<file path="src/rtl/otter_mmio_hub.sv">
// Memory-mapped I/O hub for the OTTER IOBUS: input ports, strobed output registers, IRQ pending/mask.
// Define MMIO_READBACK_EN to make output slots readable; otherwise they read as zero.
module otter_mmio_hub #(
    parameter logic [31:0] BASE_AD     = 32'h11000000,
    parameter int          STRIDE_LOG2 = 18,
    parameter int          N_IN        = 4,
    parameter int          N_OUT       = 4,
    parameter int          N_IRQ       = 2,
    parameter int          DW          = 32
) (
    input  logic                  CLK,
    input  logic                  RESET,
    input  logic [31:0]           IOBUS_ADDR,
    input  logic [31:0]           IOBUS_OUT,
    input  logic                  IOBUS_WR,
    output logic [31:0]           IOBUS_IN,
    input  logic [N_IN*DW-1:0]    IN_DATA,
    output logic [N_OUT*DW-1:0]   OUT_DATA,
    output logic [N_OUT-1:0]      OUT_STB,
    input  logic [N_IRQ-1:0]      IRQ_SRC,
    output logic                  INTR
);

    localparam logic [31:0] LOW_MASK  = (32'd1 << STRIDE_LOG2) - 32'd1;
    localparam logic [31:0] PEND_SLOT = 32'(N_IN + N_OUT);
    localparam logic [31:0] MASK_SLOT = 32'(N_IN + N_OUT + 1);

    logic [DW-1:0]    in_q [N_IN];
    logic [N_IRQ-1:0] irq_sync_p0;
    logic [N_IRQ-1:0] irq_sync_p1;
    logic [N_IRQ-1:0] irq_prev_p2;
    logic [N_IRQ-1:0] irq_rise;
    logic [N_IRQ-1:0] pend;
    logic [N_IRQ-1:0] mask;
    logic [N_IRQ-1:0] pend_clr;
    logic             mask_wr;
    logic [N_OUT-1:0] out_wr;

    // The 33-bit subtract flags addresses below BASE_AD so they cannot alias onto high slots.
    logic [32:0] off_full;
    logic [31:0] slot;
    logic        hit;

    assign off_full = {1'b0, IOBUS_ADDR} - {1'b0, BASE_AD};
    assign slot     = off_full[31:0] >> STRIDE_LOG2;
    assign hit      = !off_full[32] && ((off_full[31:0] & LOW_MASK) == 32'd0) && (slot <= MASK_SLOT);

    always_comb begin
        out_wr = '0;
        for (int k = 0; k < N_OUT; k++) begin
            out_wr[k] = IOBUS_WR && hit && (slot == 32'(N_IN + k));
        end
    end

    assign pend_clr = (IOBUS_WR && hit && (slot == PEND_SLOT)) ? IOBUS_OUT[N_IRQ-1:0] : '0;
    assign mask_wr  = IOBUS_WR && hit && (slot == MASK_SLOT);
    assign irq_rise = irq_sync_p1 & ~irq_prev_p2;

    always_ff @(posedge CLK) begin
        if (RESET) begin
            for (int k = 0; k < N_IN; k++) begin
                in_q[k] <= '0;
            end
            OUT_DATA    <= '0;
            OUT_STB     <= '0;
            irq_sync_p0 <= '0;
            irq_sync_p1 <= '0;
            irq_prev_p2 <= '0;
            pend        <= '0;
            mask        <= '0;
            INTR        <= 1'b0;
        end else begin
            for (int k = 0; k < N_IN; k++) begin
                in_q[k] <= IN_DATA[k*DW +: DW];
            end
            for (int k = 0; k < N_OUT; k++) begin
                if (out_wr[k]) begin
                    OUT_DATA[k*DW +: DW] <= IOBUS_OUT[DW-1:0];
                end
            end
            OUT_STB <= out_wr;
            // synchroniser stages, then the previous-value flop for edge detection
            irq_sync_p0 <= IRQ_SRC;
            irq_sync_p1 <= irq_sync_p0;
            irq_prev_p2 <= irq_sync_p1;
            // a fresh edge beats a simultaneous write-1-to-clear
            pend <= (pend & ~pend_clr) | irq_rise;
            if (mask_wr) begin
                mask <= IOBUS_OUT[N_IRQ-1:0];
            end
            INTR <= |(pend & mask);
        end
    end

    always_comb begin
        IOBUS_IN = 32'h0;
        if (hit) begin
            for (int k = 0; k < N_IN; k++) begin
                if (slot == 32'(k)) begin
                    IOBUS_IN = 32'(in_q[k]);
                end
            end
`ifdef MMIO_READBACK_EN
            for (int k = 0; k < N_OUT; k++) begin
                if (slot == 32'(N_IN + k)) begin
                    IOBUS_IN = 32'(OUT_DATA[k*DW +: DW]);
                end
            end
`else
`endif
            if (slot == PEND_SLOT) begin
                IOBUS_IN = 32'(pend);
            end
            if (slot == MASK_SLOT) begin
                IOBUS_IN = 32'(mask);
            end
        end
    end

endmodule

</file>
<file path="config.mk">
export PLATFORM = sky130hd
export DESIGN_NAME = otter_mmio_hub
export DESIGN_NICKNAME = d
export VERILOG_FILES = /design/src/rtl/otter_mmio_hub.sv
export SDC_FILE = /design/constraint.sdc
export NUM_CORES = 1
export LEC_CHECK = 0
export BUFFER_PORTS_ARGS = -buffer_cell sky130_fd_sc_hd__buf_2
export CAP_MARGIN = 15
export CORE_MARGIN = 2
export CORE_UTILIZATION = 53
export DETAILED_ROUTE_END_ITERATION = 16
export GPL_TIMING_DRIVEN = 0
export MAX_ROUTING_LAYER = met4
export PLACE_DENSITY = 0.85
export SLEW_MARGIN = 25
export SYNTH_ARGS = -nofsm -noshare
export SYNTH_HDL_FRONTEND = slang
export SYNTH_SLANG_ARGS = --single-unit
</file>
<file path="constraint.sdc">
create_clock -name CLK -period 2.5 [get_ports CLK]
set_clock_uncertainty 0.05 [all_clocks]
set_input_delay 0 -clock CLK [delete_from_list [all_inputs] [get_ports CLK]]
set_output_delay 0 -clock CLK [all_outputs]
set_load 0.01 [all_outputs]
</file>
==> qor.csv <==
stage,metric,value,unit
grt,grt-ovfl-total,0,
synth,yosysWarnings,0,
cts,clk_pin_slew_worst_paths,0.07,ns
timing,hold_viol_final,0,
die,die-height,141,um
finish,final_cell_mix,"361 x buf_2, 271 x dfxtp_1, 172 x dlygate4sd3_1",
drt,drc,0,
grt,grt_max_degree,15,
placement,gp_congestion,0.890,
timing,relSlewSlack,48.6,%
min_path,min-delay-path-class,input port to flip-flop,
drt,wl_per_cell,21.5,um
grt,antenna_found_initial,3,
cts,root_buffer,clkbuf_16,
finish,fill_cells,1076,
setup_path,crit_arrival,2.39,ns
timing,period_minus_slack,2.44,ns
setup_path,required,2.45,ns
setup_path,worstSetupPathType,input port to primary output,
synth,syn_inst,970,
drt,drt_iter0_drc,651,
cts,clockBufferDepth,3,
synth,yosysUniqueCellTypes,43,
setup_path,path_max_fanout,10,
finish,drive_gt1_share,31.2,%
die,core,0.0186,mm^2
finish,finalNetCount,1727,
setup_path,crit_family,buffers and inverters,
synth,async_reset_ff_share,0,%
synth,synth.avg_cell_area,10.3,um^2
cts,htreeDepth,1,
drt,vias,10168,
synth,yosys_register_bits,271,
synth,yosysSeqAreaShare,54.4,%
grt,grt_pass1_wl,57.6,mm
synth,synth_top_area_cell,dfxtp_1,
synth,syn_area,0.00997,mm^2
cts,cts_inserted_buffers,26,
job,drv_cap,0,
cts,clkLatencyLatePin,0.51,ns
synth,syn_nets,1167,
timing,worstMarginPinSlew,0.771,ns
placement,io_buffers,360,
finish,final_core_util,78.8,%
die,initial_utilization,53.7,%
cts,cts_tree,built,
placement,dp_hpwl,22.5,mm
setup_path,end_kind,primary output,
drt,wl,38.2,mm
grt,grt_usage,38.0,%
grt,grt_pass1_vias,10458,
synth,synth_area_leaders,"dfxtp_1 54%, nand3b_1 9.6%, nor2b_1 8.7%",
drt,firstDrtPassIters,5,
setup_path,crit_chain,buf_2 > clkbuf_1 > nor2_1 > nand2_1 > nor3_2 > clkbuf_1 > a22oi_1 > nor2_1 > buf_2,
setup_path,crit_buf_inv,4,
timing,setup_tns,0,ns
die,die-area,0.0199,mm^2
synth,synth-main-ff-cell,dfxtp_1,
setup_path,crit_path_start_kind,input port,
cts,clock_sinks,271,
setup_path,critPathMaxStageDelay,0.52,ns
outcome,outcome,"finished, final reports clean",
timing,fmax,410,MHz
synth,yosys.area.top_type_share,54.4,%
power,peakVddDrop,448,uV
timing,post-route-period-util,97.6,%
synth,synth_edf_count,0,
die,die_x,141,um
setup_path,r2r_setup_slack,1.03,ns
finish,syn2layout_area_growth,46.9,%
finish,final_common_cell,buf_2,
setup_path,crit_slowest_cell,clkbuf_1,
timing,maxSlewViolCount,0,
power,leakagePower,6.32,nW
die,io_pins,362,
drt,final_antenna_net_count,0,
timing,setup_viol_count_final,0,
die,rows,50,
drt,viasPerCell,5.71,
power,p_per_area,622,mW/mm^2
kinds of logic after synthesis:
group	count (synthesis)	synth area share [%]
buffers and inverters	79	3.21
xor gates and xnor gates	1	0.0879
and+or+nand+nor	386	25.2
AOI/OAI and AO/OA	165	9.26
muxes	68	7.83
DFF	271	54.4
synth_stat cells (2+ instances only):
cell      instances
dfxtp_1         271
nor2b_1         139
nand3b_1        128
o21ai_0         117
clkbuf_1         72
mux2_2           60
nor2_1           39
nand2b_1         36
a22oi_1          31
o21ai_1          11
nand2_1           7
mux2i_1           6
nand4_1           5
nor4_1            5
nor3_1            4
buf_6             3
nand3_1           3
a311oi_1          2
buf_1             2
mux4_2            2
nand4b_1          2
nor4_2            2
nor4b_1           2
or4_4             2
state kept, by name, indices dropped and copies added (netlist names), 2 cells and up:
name,cells
OUT_DATA,128
in_q,128
OUT_STB,4
irq_prev_p2,2
irq_sync_p0,2
irq_sync_p1,2
mask,2
pend,2
metrics by stage:
stage | worst slack, ns | cells | area, um^2 | hold WS (ns) | power (mW)
global placement | -0.00159 | 1564 | 12100 | 0.161 | 5.11
CTS | 0.00676 | 1778 | 14600 | 0.00552 | 8.98
floorplan | 0.758 | 970 | 9970 | 0.0593 | 4.85
detailed placement | -0.0541 | 1564 | 12100 | 0.164 | 5.12
global route | -0.00214 | 1781 | 14600 | 0.0947 | 9.32
finish | 0.0597 | 1781 | 14600 | 0.0242 | 9.11
power by group:
part / switching [mW] / total [mW] / internal [mW]
clock network: 1.65 / 3.79 / 2.14
registers: 0.0422 / 4.48 / 4.43
logic: 0.367 / 0.845 / 0.478
total: 2.06 / 9.11 / 7.05
per-layer routing:
metal / GRT usage, % / vias up / routed length (um)
met5: - / - / 0
met4: 21.4 / 0 / 2220
met3: 6.83 / 184 / 3310
met2: 65.2 / 729 / 18900
met1: 41.7 / 4787 / 13800
li1: - / 4468 / -
cell type report:
| type | count | area, um^2 | share of cell area (%) |
|---|---|---|---|
| Multi-Input combinational cell | 620 | 4260 | 29.1 |
| Tap cell | 234 | 293 | 2.00 |
| Clock inverter | 9 | 72.6 | 0.496 |
| Sequential cell | 271 | 5430 | 37.1 |
| Buffer | 78 | 324 | 2.21 |
| Inverter | 1 | 3.75 | 0.0256 |
| Clock buffer | 33 | 728 | 4.97 |
| Antenna cell | 3 | 7.51 | 0.0513 |
| Timing Repair Buffer | 532 | 3520 | 24.1 |
tightest hold or removal path, delay by kind of cell:
| kind | cells | cell delay (ns) |
|---|---|---|
| and+or+nand+nor | 4 | 0.43 |
| buffers and inverters | 1 | 0.12 |
path summary, 6_finish.rpt:
path / cells past startpoint / from / end
worst max-delay path: 9 / IOBUS_ADDR[19] / IOBUS_IN[25]
worst min-delay path: 5 / IOBUS_ADDR[31] / OUT_STB[3]
worst max register to register: 4 / irq_prev_p2[0] / pend[0]
worst min register to register: 1 / irq_sync_p0[1] / irq_sync_p1[1]
what timing repair did:
action / CTS / global route
endpoints found under the setup margin: 19 / 30
hold endpoints to repair: 269 / 0
gates resized for setup: 1 / 16
setup buffers: 0 / 0
pin swaps: 0 / 0
hold buffers: 172 / 0
Power figures use the tool's default switching activity.
